**src/rtl/posit_add_arbiter_pkg.sv**
```systemverilog
// Shared types and sizing for the posit adder arbiter.
// Requester count, adder latency and credit depth are fixed here for the whole slice.
package posit_arb_defines;

  localparam int unsigned N            = 4;
  localparam int unsigned LAT          = 4;
  localparam int unsigned MAX_OUT      = 4;
  localparam int unsigned DW           = 32;
  localparam int unsigned TAG_W        = (N > 1) ? $clog2(N) : 1;
  localparam int unsigned CNT_W        = $clog2(MAX_OUT + 1);
  localparam int unsigned DRAIN_CYCLES = LAT + 1;
  localparam int unsigned DRAIN_W      = $clog2(DRAIN_CYCLES + 1);
  // Head of the tag line lines up with add_done for the op accepted LAT+1 edges earlier.
  localparam int unsigned TL_DEPTH     = LAT + 2;

  typedef logic [TAG_W-1:0] arb_tag_t;

  typedef struct packed {
    logic     valid;
    arb_tag_t tag;
  } tag_entry_t;

  typedef enum logic {
    DRAIN = 1'b0,
    RUN   = 1'b1
  } arb_state_t;

  function automatic logic [N-1:0] tag_onehot(input arb_tag_t t);
    logic [N-1:0] oh;
    oh    = '0;
    oh[t] = 1'b1;
    return oh;
  endfunction

endpackage

```
**src/rtl/posit_add_arbiter_rr.sv**
```systemverilog
// Combinational round-robin pick: first valid index at or after the pointer, wrapping.
module rr_arbiter_N
  import posit_arb_defines::*;
(
  input  logic [N-1:0] i_valid,
  input  arb_tag_t     i_ptr,
  output logic [N-1:0] o_gnt,
  output arb_tag_t     o_idx,
  output logic         o_any
);

  arb_tag_t w_j;

  always_comb begin
    o_gnt = '0;
    o_idx = '0;
    o_any = 1'b0;
    w_j   = '0;
    for (int unsigned k = 0; k < N; k++) begin
      w_j = arb_tag_t'((32'(i_ptr) + k) % N);
      if (!o_any && i_valid[w_j]) begin
        o_any      = 1'b1;
        o_gnt[w_j] = 1'b1;
        o_idx      = w_j;
      end
    end
  end

endmodule

```
**src/rtl/posit_add_arbiter.sv**
```systemverilog
// Shares one fixed-latency posit adder among N requesters with round-robin issue,
// per-requester credits and tag-based result routing.
module posit_add_arbiter
  import posit_arb_defines::*;
(
  input  logic            clk,
  input  logic            rst_n,
  input  logic [N-1:0]    req_valid,
  output logic [N-1:0]    req_ready,
  input  logic [N*DW-1:0] req_in1,
  input  logic [N*DW-1:0] req_in2,
  output logic [DW-1:0]   add_in1,
  output logic [DW-1:0]   add_in2,
  output logic            add_start,
  input  logic [DW-1:0]   add_result,
  input  logic            add_inf,
  input  logic            add_zero,
  input  logic            add_done,
  output logic [N-1:0]    rsp_valid,
  output logic [DW-1:0]   rsp_result,
  output logic            rsp_inf,
  output logic            rsp_zero,
  output logic            busy,
  output logic            err
);

  arb_state_t          r_state, w_state_nxt;
  logic [DRAIN_W-1:0]  r_drain, w_drain_nxt;
  arb_tag_t            r_ptr;
  logic [CNT_W-1:0]    r_credit [N];
  tag_entry_t          r_tl [TL_DEPTH];

  logic [DW-1:0]       r_add_in1, r_add_in2;
  logic                r_add_start;
  logic [N-1:0]        r_rsp_valid;
  logic [DW-1:0]       r_rsp_result;
  logic                r_rsp_inf, r_rsp_zero;
  logic                r_busy, r_err;

  logic [N-1:0]        w_elig, w_gnt, w_inc, w_dec, w_rsp_oh;
  arb_tag_t            w_gidx;
  logic                w_gany, w_accept, w_rsp_fire, w_busy_nxt;
  tag_entry_t          w_head;

  always_comb begin
    for (int unsigned i = 0; i < N; i++) begin
      w_elig[i] = req_valid[i] && (r_credit[i] < CNT_W'(MAX_OUT));
    end
  end

  rr_arbiter_N u_rr (
    .i_valid (w_elig),
    .i_ptr   (r_ptr),
    .o_gnt   (w_gnt),
    .o_idx   (w_gidx),
    .o_any   (w_gany)
  );

  assign w_head     = r_tl[TL_DEPTH-1];
  assign w_accept   = (r_state == RUN) && w_gany;
  assign w_rsp_fire = (r_state == RUN) && add_done && w_head.valid;
  assign w_rsp_oh   = tag_onehot(w_head.tag);
  assign w_inc      = w_accept ? w_gnt : '0;
  assign w_dec      = w_rsp_fire ? w_rsp_oh : '0;

  // Next state, drain countdown and the combinational grant strobe.
  always_comb begin
    w_state_nxt = r_state;
    w_drain_nxt = r_drain;
    req_ready   = '0;
    if (r_state == DRAIN) begin
      w_drain_nxt = r_drain - DRAIN_W'(1);
      if (r_drain == DRAIN_W'(1)) begin
        w_state_nxt = RUN;
      end
    end else begin
      req_ready = w_gnt;
    end
  end

  always_ff @(posedge clk or negedge rst_n) begin
    if (!rst_n) begin
      r_state <= DRAIN;
      r_drain <= DRAIN_W'(DRAIN_CYCLES);
    end else begin
      r_state <= w_state_nxt;
      r_drain <= w_drain_nxt;
    end
  end

  // Operand capture and issue strobe.
  always_ff @(posedge clk or negedge rst_n) begin
    if (!rst_n) begin
      r_add_start <= 1'b0;
      r_add_in1   <= '0;
      r_add_in2   <= '0;
      r_ptr       <= '0;
    end else begin
      r_add_start <= w_accept;
      if (w_accept) begin
        r_add_in1 <= req_in1[{w_gidx, 5'd0} +: DW];
        r_add_in2 <= req_in2[{w_gidx, 5'd0} +: DW];
        r_ptr     <= (w_gidx == arb_tag_t'(N - 1)) ? '0 : w_gidx + arb_tag_t'(1);
      end
    end
  end

  always_ff @(posedge clk or negedge rst_n) begin
    if (!rst_n) begin
      for (int unsigned i = 0; i < TL_DEPTH; i++) begin
        r_tl[i] <= '0;
      end
    end else begin
      r_tl[0] <= '{valid: w_accept, tag: w_gidx};
      for (int unsigned i = 1; i < TL_DEPTH; i++) begin
        r_tl[i] <= r_tl[i-1];
      end
    end
  end

  always_ff @(posedge clk or negedge rst_n) begin
    if (!rst_n) begin
      for (int unsigned i = 0; i < N; i++) begin
        r_credit[i] <= '0;
      end
    end else begin
      for (int unsigned i = 0; i < N; i++) begin
        if (w_inc[i] && !w_dec[i]) begin
          r_credit[i] <= r_credit[i] + CNT_W'(1);
        end else if (!w_inc[i] && w_dec[i]) begin
          r_credit[i] <= r_credit[i] - CNT_W'(1);
        end
      end
    end
  end

  // Response routing; a done without a matching head entry in RUN is a protocol error.
  always_ff @(posedge clk or negedge rst_n) begin
    if (!rst_n) begin
      r_rsp_valid  <= '0;
      r_rsp_result <= '0;
      r_rsp_inf    <= 1'b0;
      r_rsp_zero   <= 1'b0;
      r_err        <= 1'b0;
    end else begin
      r_rsp_valid <= w_rsp_fire ? w_rsp_oh : '0;
      if (w_rsp_fire) begin
        r_rsp_result <= add_result;
        r_rsp_inf    <= add_inf;
        r_rsp_zero   <= add_zero;
      end
      if ((r_state == RUN) && (add_done != w_head.valid)) begin
        r_err <= 1'b1;
      end
    end
  end

  always_comb begin
    w_busy_nxt = (w_state_nxt == DRAIN) || w_accept || w_rsp_fire;
    for (int unsigned i = 0; i < TL_DEPTH - 1; i++) begin
      w_busy_nxt = w_busy_nxt || r_tl[i].valid;
    end
  end

  always_ff @(posedge clk or negedge rst_n) begin
    if (!rst_n) begin
      r_busy <= 1'b1;
    end else begin
      r_busy <= w_busy_nxt;
    end
  end

  assign add_in1    = r_add_in1;
  assign add_in2    = r_add_in2;
  assign add_start  = r_add_start;
  assign rsp_valid  = r_rsp_valid;
  assign rsp_result = r_rsp_result;
  assign rsp_inf    = r_rsp_inf;
  assign rsp_zero   = r_rsp_zero;
  assign busy       = r_busy;
  assign err        = r_err;

endmodule

```
**config.mk**
```make
export PLATFORM = sky130hd
export DESIGN_NAME = posit_add_arbiter
export DESIGN_NICKNAME = d
export VERILOG_FILES = /design/src/rtl/posit_add_arbiter_pkg.sv /design/src/rtl/posit_add_arbiter_rr.sv /design/src/rtl/posit_add_arbiter.sv
export SDC_FILE = /design/constraint.sdc
export NUM_CORES = 1
export LEC_CHECK = 0
export BUFFER_PORTS_ARGS = -buffer_cell sky130_fd_sc_hd__buf_2
export CORE_AREA = 4 4 154 156
export CTS_CLUSTER_SIZE = 10
export DETAILED_ROUTE_END_ITERATION = 6
export DIE_AREA = 0 0 158 160
export GPL_TIMING_DRIVEN = 0
export PLACE_DENSITY_LB_ADDON = 0.2
export SYNTH_ARGS = -nofsm -noshare
export SYNTH_HDL_FRONTEND = slang
export SYNTH_SLANG_ARGS = --single-unit
```
**constraint.sdc**
```tcl
create_clock -name clk -period 2.9 [get_ports clk]
set_input_delay 0.58 -clock clk [delete_from_list [all_inputs] [get_ports clk]]
set_output_delay 0.58 -clock clk [all_outputs]
set_load 0.05 [all_outputs]
```
==> metrics.md, run 1 <==
| Metric | Value |
|---|---|
| Seq pwr share | 0.205 |
| Sequential area share after synthesis | 0.429 |
| Outcome | complete, but fails checks |
| Hold Crit Class | in2async |
| Area delta synth->final | 39.0% |
| Worst hold margin | a little over 100 ps |
| Initial antenna violation count | 0 |
| DRT Pass-1 Iters | 4 |
| Fin. Hold Viols | 0 |
| Cell Pwr Density | 1460 nW/µm² |
| Tmin final | 3130 ps |
| Die area | ~25000 µm² |
| Flops & latches, synth | 140 |
| Post-Syn Area per Cell | roughly 11 µm² |
| Share of post-route cells with drive strength above 1 | 0.438 |
| Internal power | ~0.008 W |
| Most common library cells after synthesis | nand2_1 (177), dfrtp_1 (137), mux2i_1 (129), o31ai_1 (65), o41a_1 (64) |
| Antenna Violating Nets Remaining | 0 |
| Total number of vias | around 7600 |
| Reg2reg setup slack | -100 ps |
| Worst path cell trace | or3b_4, a2111o_1, a21oi_4, a222oi_1, a21boi_1, buf_4 |
| CTS root buf | clkbuf_16 |
| TritonCTS Buffers | 17 |
| Critical Path Slowest Stage Cell | a2111o_1 |
| N_diodes | 0 |
| Max Cap Viol | 0 |
| Mapped Cells | approximately 760 |
| Sw Ratio | 0.507 |
| P_sw | approximately 0.0084 W |
| CTS tree | yes |
| Crit path capture type | output pin |
| # port buffers | approximately 410 |
| Startpoint Class | flip-flop |
| CP peak stage delay | 470 ps |
| Post-synth EDFFs | 0 |
| Initial Utilization | 0.366 |
| Async set-reset flop share out of synthesis | 1.00 |
| Final wirelength | approximately 29000 µm |
| Fmax | around 320 MHz |
| HPWL after DPL | about 22000 µm |
| Yosys cell types | 52 |
| CTS clk-pin slew, worst paths | 70 ps |
| Most common cell in the synthesized netlist | nand2_1 |
| RSZ-0062 raised after global routing | yes |
| Logic pwr share | 0.659 |
| First-pass GRT wire length | between 40000 and 50000 µm |
| XOR/XNOR Fraction of Synth Area | 0.0161 |
| Cell area after synthesis | between 8000 and 9000 µm² |
| Final worst setup slack | -229 ps |
| Worst Skew | between 10 and 15 ps |
| Syn_nets | between 1000 and 1500 |
| WP data arrival | between 2000 and 3000 ps |
| Worst Path Max Fanout | 5 |
| # rows | between 50 and 60 |
| Routability cong. | around 0.84 |
| Compound-Gate Fraction of Synth Area | 0.174 |
| Failing checks | setup timing |
| Main combinational cell family by area after synthesis | compound AO/OA/AOI/OAI gates |
| Clock share of power | 0.136 |
| Setup-failing EPs final | 10 |
| Met3 WL | 1840 µm |
| Avg WL per Cell | ~19 µm |
| Final #Nets | approximately 1500 |
| Post-Synth Adder-Cell Area | 0.0327 |
| Sink Count | 140 |
| Peak supply drop | roughly 0.58 mV |
| Io pins | just over 400 |
| Max Buffers Root-to-Sink | 2 |
| Tot GR Track Use | 0.219 |
| Mux share of post-synthesis cell area | 0.169 |
| Global route overflow | 0 |
| # fillers | ~2100 |
| Die width | approximately 160 µm |
| R2R cell count | 11 |
| Wl on met1 | around 12000 µm |
| Path type of the worst setup path | reg2out |
| Largest net degree at the start of global routing | between 90 and 100 |
| Post-synthesis simple-gate area fraction | 0.110 |
| WL met2 | ~14000 µm |
| Main flop type after synthesis | dfrtp_1 |
| Skew-Pair Late Insertion Delay | between 400 and 500 ps |
| Initial DRC Count | approximately 370 |
| Pins over their slew limit | 0 |
| Worst path required time | about 2300 ps |
| H-tree levels | 4 |
| Pre-CTS setup slack | -540 ps |
| Core Box Area | between 20000 and 25000 µm² |
| Fin crit share | 1.08 |
| Vias in the first global route | 7942 |
| Final Power | about 0.017 W |
| Via density | about 5.1 |
| Dominant cell type by area after synthesis | dfrtp_1 |
| Cts hold-fix bufs | 0 |
| Yosys warning total | 0 |
| Highest routed metal layer | met4 |
| Pleak | around 6 nW |
| Chip height | roughly 160 µm |
| Max_slew headroom | 0.618 |
| Slew @ Worst Pin | around 570 ps |
| Drc violations | 0 |
| Share of the synthesized area in the top cell type | 0.419 |
| Synth area leaders | dfrtp_1 (42%), mux2i_1 (16%), o41a_1 (8.8%) |
| Final Util | 0.509 |
## sequential cells by signal, summed over array words and instances (netlist names), 2 cells and up
register	cells
add_in1	32
add_in2	32
rsp_result	32
r_tl	18
r_credit	12
rsp_valid	4
r_drain	3
r_ptr	2
## metrics by stage
| step | cells | area [µm²] | setup TNS [ps] |
|---|---|---|---|
| after floorplan | 763 | 8200 | -1040 |
| after global placement | 1453 | 10600 | -125680 |
| after detailed placement | 1454 | 10600 | -7890 |
| after CTS | 1498 | 11300 | -1210 |
| after global routing | 1501 | 11400 | -2410 |
| final | 1501 | 11400 | -1040 |
## what timing repair did
| action | in CTS | in global routing |
|---|---|---|
| buffers inserted | 12 | 3 |
| resized for setup | 27 | 3 |
| pin swaps | 13 | 12 |
| endpoints found under the setup margin | 56 | 19 |
## critical path: cells and delay by family (launching register included)
kind | cells | cell delay (ps)
compound gates | 4 | 1040
buf+inv | 1 | 240
flops | 1 | 440
simple gates | 1 | 410
## placed cells by master (no fill, tap or decap), types with 3 or more instances in the layout
master / instances
nor2b_1: 3
inv_6: 6
clkbuf_1: 22
ha_2: 4
a21oi_1: 3
o21ai_0: 3
clkinvlp_4: 5
a222oi_1: 4
nor2_1: 8
buf_8: 9
mux2_2: 4
inv_2: 4
buf_6: 9
inv_1: 9
fa_2: 4
buf_2: 420
ha_1: 10
o41a_1: 64
o31ai_1: 65
clkbuf_16: 17
clkbuf_8: 7
dfrtp_1: 135
buf_4: 19
xnor2_1: 6
nand3_1: 7
nand2b_1: 3
mux2i_1: 129
a21boi_1: 8
nand2_1: 177
dfstp_2: 3
xor2_1: 9
## kinds of logic after synthesis
kind of cell / count (synthesis)
AO/OA/AOI/OAI: 156
XOR/XNOR: 15
adder cells (fa/ha/maj): 19
buffers and inverters: 83
flip-flops: 140
multiplexers: 135
AND/OR/NAND/NOR: 215
## path summary, 6_finish.rpt
kind | end | from
max reg2reg | r_credit[8] | r_ptr[0]
min | rsp_valid[2] | rst_n
max in group asynchronous | add_in2[7] | rst_n
min in group clk | r_tl[13] | r_tl[16]
min reg2reg | r_tl[13] | r_tl[16]
max | req_ready[3] | r_ptr[0]
## final cells by class
| type | instances | area (µm²) | area share |
|---|---|---|---|
| clock inverter | 15 | 175 | 0.0154 |
| multi-input combinational | 540 | 4140 | 0.364 |
| clock buffer | 17 | 425 | 0.0374 |
| sequential | 140 | 3510 | 0.308 |
| inverter | 15 | 63.8 | 0.00561 |
| tap | 285 | 357 | 0.0313 |
| buffer | 68 | 517 | 0.0454 |
| timing repair buffer | 421 | 2190 | 0.192 |
## power by group through the flow
| stage | clock [W] | combinational (W) | sequential [W] |
|---|---|---|---|
| floorplan | 0 | 0.00570 | 0.00564 |
| global placement | 0 | 0.0106 | 0.00341 |
| detailed placement | 0 | 0.0107 | 0.00343 |
| CTS | 0.00230 | 0.0110 | 0.00340 |
| global route | 0.00238 | 0.0118 | 0.00351 |
| finish | 0.00226 | 0.0109 | 0.00340 |
## layer usage
layer  track usage  up-vias
met1         0.278     3658
met2         0.379      265
met3        0.0477       33
met5             0        -
li1              -     3664
met4        0.0508        0
(Power assumes the default switching activity.)
==> run 2, diff against run 1 <==
CORE_AREA = unset   (was 4 4 154 156)
CORE_MARGIN = 4   (was unset)
CORE_UTILIZATION = 25   (was unset)
DIE_AREA = unset   (was 0 0 158 160)
==> metrics.md, run 2 (synthesized netlist as in run 1, its figures left out) <==
| Metric | Value |
|---|---|
| Outcome | complete, but fails checks |
| Failing checks | setup timing |
| Fmax | 321 MHz |
| Area delta synth->final | 41.6% |
| Drc violations | 0 |
| Startpoint Class | flip-flop |
| Max Buffers Root-to-Sink | 2 |
| Worst Skew | 15.1 ps |
| CTS clk-pin slew, worst paths | 80 ps |
| Final Power | ~0.017 W |
| Io pins | 406 |
| Vias in the first global route | between 8000 and 9000 |
| Tot GR Track Use | 0.171 |
| Cts hold-fix bufs | 0 |
| Die area | about 36000 µm² |
| Via density | around 4.6 |
| Global route overflow | 0 |
| Final #Nets | 1521 |
| Routability cong. | approximately 0.80 |
| Fin. Hold Viols | 0 |
| Most common cell on crit path | buf_6 |
| WP data arrival | ~2500 ps |
| Final Util | 0.363 |
| Pins over their slew limit | 0 |
| First-pass GRT wire length | between 40000 and 50000 µm |
| Core Box Area | ~32000 µm² |
| Worst path cell trace | buf_8, buf_6, and4bb_2, o211ai_1, a21oi_4, a222oi_1, a21boi_1, buf_6 |
| Largest net degree at the start of global routing | between 70 and 80 |
| Skew-Pair Late Insertion Delay | 420 ps |
| Slew @ Worst Pin | approximately 680 ps |
| RSZ-0062 raised after global routing | yes |
| H-tree levels | 4 |
| Placed cells | around 1600 |
| Most frequent cells in the layout | buf_2 (419), nand2_1 (177), dfrtp_1 (135) |
| DRT Pass-1 Iters | 5 |
| CTS tree | yes |
| Worst hold margin | between 150 and 200 ps |
| Fin crit share | 1.07 |
| Share of post-route cells with drive strength above 1 | 0.438 |
| CTS root buf | clkbuf_16 |
| Antenna Violating Nets Remaining | 0 |
| Crit path capture type | output pin |
| Cell Pwr Density | ~1400 nW/µm² |
| Die width | around 190 µm |
| Commonest non-fill, non-tap cell in the layout | buf_2 |
| Worst Path Max Fanout | 6 |
| # rows | 65 |
| Initial DRC Count | around 290 |
| Max Cap Viol | 0 |
| Total number of vias | between 7000 and 8000 |
| HPWL after DPL | 24300 µm |
| TritonCTS Buffers | 17 |
| Path type of the worst setup path | reg2out |
| Storage element area | between 3000 and 4000 µm² |
| Initial antenna violation count | 3 |
| Pleak | about 6.0 nW |
| Final worst setup slack | -217 ps |
| Setup-failing EPs final | 12 |
| Critical Path Slowest Stage Cell | a222oi_1 |
| Hold Crit Class | in2async |
| Initial Utilization | 0.256 |
| # port buffers | 405 |
| Worst path required time | roughly 2300 ps |
| Multi-input logic area | roughly 4100 µm² |
| CP peak stage delay | ~460 ps |
| Avg WL per Cell | approximately 19 µm |
| Chip height | around 190 µm |
| Tmin final | 3120 ps |
| Final wirelength | between 30000 and 40000 µm |
| Peak supply drop | approximately 0.44 mV |
| Final non-filler cell total | 1655 |
| # fillers | 3304 |
| Max_slew headroom | 0.549 |
| Sink Count | 140 |
-- run 2: cell count changes in the layout (fill, tap and decap cells not counted), sizes merged --
cell	previous run	this run
clkbuf	47	48
clkinv	2	5
buf	458	459
clkinvlp	5	4
diode	0	2
bufinv	2	0
-- run 2: repair_timing --
item | 4_1_cts | 5_1_grt
buffers inserted | 11 | 6
gates cloned | 0 | 0
gates resized for setup | 20 | 12
pin swaps | 14 | 14
setup endpoints to repair | 57 | 14
-- run 2: critical path: cells and delay by family, from the launching register on --
| kind | cells | cell delay [ps] |
|---|---|---|
| AO/OA/AOI/OAI | 4 | 1020 |
| flip-flops | 1 | 440 |
| buffers and inverters | 3 | 430 |
| AND/OR/NAND/NOR | 1 | 220 |
-- run 2: where the power goes --
group	leakage (nW)	total (W)	internal (W)	switching, W
Combinational	4.01	0.0111	0.00403	0.00712
Sequential	1.68	0.00340	0.00290	0.000501
Clock	0.286	0.00223	0.00116	0.00106
-- run 2: final cells by class --
cell class                      instances  share of cell area
Buffer                                 68              0.0448
Antenna cell                            2            0.000432
Tap cell                              435              0.0470
Multi-Input combinational cell        540               0.358
Clock inverter                         15              0.0146
Inverter                               15             0.00551
Sequential cell                       140               0.303
Clock buffer                           17              0.0367
Timing Repair Buffer                  423               0.190
-- run 2: stage by stage --
step | setup TNS, ps | area [µm²] | worst slack, ps
floorplan | -1040 | 8200 | -151
finish | -1220 | 11600 | -217
detailed placement | -6260 | 10800 | -511
global route | -2720 | 11600 | -331
CTS | -1740 | 11500 | -245
global placement | -153030 | 10800 | -1100
-- run 2: per-layer routing --
| layer | global-route usage | part of all wire | up-vias |
|---|---|---|---|
| met5 | 0 | 0.00022 | - |
| met4 | 0.0320 | 0.0095 | 2 |
| met3 | 0.0465 | 0.065 | 16 |
| met2 | 0.306 | 0.51 | 282 |
| met1 | 0.209 | 0.41 | 3638 |
| li1 | - | - | 3682 |
-- run 2: path summary, 6_finish.rpt --
kind	end	cells after the start	slack, ps	from
min	r_credit[10]	1	150	rst_n
max reg2reg	r_credit[2]	13	-100	r_ptr[0]
max in group asynchronous	add_in2[23]	2	1900	rst_n
min reg2reg	r_tl[3]	0	340	r_tl[6]
max	req_ready[3]	8	-220	r_ptr[0]
min in group clk	rsp_result[31]	3	340	add_result[31]
==> run 3, diff against run 2 <==
SYNTH_HIERARCHICAL = 1   (was unset)
==> metrics.md, run 3 <==
| Metric | Value |
|---|---|
| Outcome | complete, but fails checks |
| Failing checks | setup timing |
| Final #Nets | approximately 1400 |
| Die width | approximately 180 µm |
| Commonest non-fill, non-tap cell in the layout | buf_2 |
| R2r endpoint | r_credit[11] |
| Cell area after synthesis | approximately 7600 µm² |
| Multi-input logic area | ~4900 µm² |
| Total number of vias | between 7000 and 8000 |
| R2R cell count | 15 |
| Share of post-route cells with drive strength above 1 | 0.632 |
| Initial DRC Count | between 200 and 300 |
| Fin. Hold Viols | 0 |
| Yosys cell types | slightly above 40 |
| Area delta synth->final | 67.4% |
| Critical Path Slowest Stage Cell | nor4b_4 |
| Via density | around 4.6 |
| Final wirelength | about 30000 µm |
| Routability cong. | 0.809 |
| Tot GR Track Use | 0.176 |
| Fmax | approximately 310 MHz |
| Hold Crit Class | in2async |
| Tmin final | roughly 3200 ps |
| RSZ-0062 raised after global routing | yes |
| Die area | ~33000 µm² |
| TritonCTS Buffers | 17 |
| CP peak stage delay | slightly below 400 ps |
| Worst path required time | ~2300 ps |
| Setup TNS | -8560 ps |
| Vias in the first global route | 7454 |
| Initial Utilization | 0.256 |
| Post-synth EDFFs | 0 |
| Avg WL per Cell | around 20 µm |
| Dominant cell type by area after synthesis | dfrtp_1 |
| Skew-Pair Late Insertion Delay | approximately 420 ps |
| CTS clk-pin slew, worst paths | 70 ps |
| Antenna Violating Nets Remaining | 0 |
| Reg-to-reg startpoint | r_ptr[0] |
| WP data arrival | between 2000 and 3000 ps |
| Post-Syn Area per Cell | ~12 µm² |
| Most common cell in the synthesized netlist | nand2_1 |
| Core Box Area | approximately 30000 µm² |
| # fillers | 2845 |
| Mapped Cells | between 600 and 700 |
| Syn_nets | a little under 1000 |
| CTS root buf | clkbuf_16 |
| Chip height | approximately 180 µm |
| Final instance area | about 13000 µm² |
| Most common cell on crit path | buf_6 |
| Setup crit start | r_ptr[0] |
| Max Buffers Root-to-Sink | 2 |
| Worst hold margin | roughly 240 ps |
| Most frequent cells in the layout | buf_2 (404), nand2_1 (169), dfrtp_1 (136) |
| Initial antenna violation count | 10 |
| Max Cap Viol | 0 |
| Final worst setup slack | -321 ps |
| Max_slew headroom | 0.458 |
| Worst Path Max Fanout | 6 |
| Worst path cell trace | buf_6, inv_4, ha_4, mux4_2, buf_6, nor4b_4, a22oi_1, o21ai_1, and2_1, buf_6 |
| Yosys warning total | 6 |
| Share of the synthesized area in the top cell type | 0.448 |
| Fin crit share | 1.11 |
| Flops & latches, synth | 140 |
| # rows | 63 |
| Async set-reset flop share out of synthesis | 1.00 |
| Drc violations | 0 |
| Pins over their slew limit | 0 |
| Most common library cells after synthesis | nand2_1 (169), dfrtp_1 (137), mux2i_1 (131), o221ai_2 (60), buf_2 (19) |
| Path type of the worst setup path | reg2out |
| Largest net degree at the start of global routing | 84 |
| H-tree levels | 4 |
| Slew @ Worst Pin | 813 ps |
| Worst Skew | approximately 11 ps |
| # port buffers | between 400 and 500 |
| Storage element area | between 3000 and 4000 µm² |
| HPWL after DPL | between 20000 and 25000 µm |
| First-pass GRT wire length | 44900 µm |
| Reg2reg setup slack | -240 ps |
| Global route overflow | 0 |
| Io pins | 406 |
| Sink Count | 140 |
| DRT Pass-1 Iters | 4 |
| Main flop type after synthesis | dfrtp_1 |
| Synth area leaders | dfrtp_1 (45%), mux2i_1 (17%), o221ai_2 (12%) |
| Crit path capture type | output pin |
| Startpoint Class | flip-flop |
| CTS tree | yes |
| Setup-failing EPs final | a little over 70 |
| Sequential area share after synthesis | 0.458 |
| Placed Area | 10300 µm² |
-- run 3: worst max path at each step --
stage / cells after the start / end
6_report: 10 / req_ready[3]
2_1_floorplan: 13 / r_credit[8]
3_3_place_gp: 1 / r_ptr[1]
4_1_cts: 10 / req_ready[3]
5_1_grt: 10 / req_ready[1]
3_5_place_dp: 10 / add_in1[28]
-- run 3: cell type report --
type,instances,share of cell area
well taps,390,0.0381
plain buffers,44,0.0414
inverters,13,0.00401
clock buffers,18,0.0335
repair buffers,451,0.211
multi-input cells,466,0.380
clock inverters,14,0.0162
diodes,6,0.00117
flip-flops and latches,140,0.274
-- run 3: worst max-delay path, delay by kind of cell, from the launching register on --
kind	cells	cell delay, ps
buffers and inverters	4	470
DFF	1	360
muxes	1	290
and+or+nand+nor	2	570
AOI/OAI and AO/OA	2	250
adders and majority gates	1	270
-- run 3: cell families (layout without fill, tap and decap cells) --
family / Yosys count / in the layout / share of synthesized area
other cells: 0 / 6 / 0
simple gates: 210 / 210 / 0.117
xor+xnor: 15 / 15 / 0.0172
buf+inv: 58 / 540 / 0.0438
fa+ha+maj: 16 / 16 / 0.0301
compound gates: 84 / 84 / 0.141
flops: 140 / 140 / 0.458
mux: 141 / 141 / 0.193
-- run 3: what timing repair did --
action | in CTS | in global routing
gates cloned | 13 | 0
gates resized for setup | 197 | 92
hold buffers | 0 | 0
buffers inserted | 29 | 10
pin swaps | 45 | 21
setup endpoints to repair | 78 | 78
-- run 3: through the flow --
| stage | utilization | worst slack [ps] | instances |
|---|---|---|---|
| 6_report | 0.429 | -321 | 1542 |
| 5_1_grt | 0.429 | -497 | 1542 |
| 4_1_cts | 0.416 | -337 | 1534 |
| 3_5_place_dp | 0.344 | -560 | 1460 |
| 3_3_place_gp | 0.343 | -1320 | 1459 |
| 2_1_floorplan | - | -128 | 664 |
-- run 3: metal layers --
metal,up-vias,track usage,share of wire
li1,3350,-,-
met1,3411,0.210,0.38
met2,259,0.309,0.53
met3,24,0.0516,0.068
met4,2,0.0504,0.013
met5,-,0,0.00023
Power of run 3 is not shown: default switching activity piles up to over one toggle a cycle in this logic, so the estimate is an artifact.
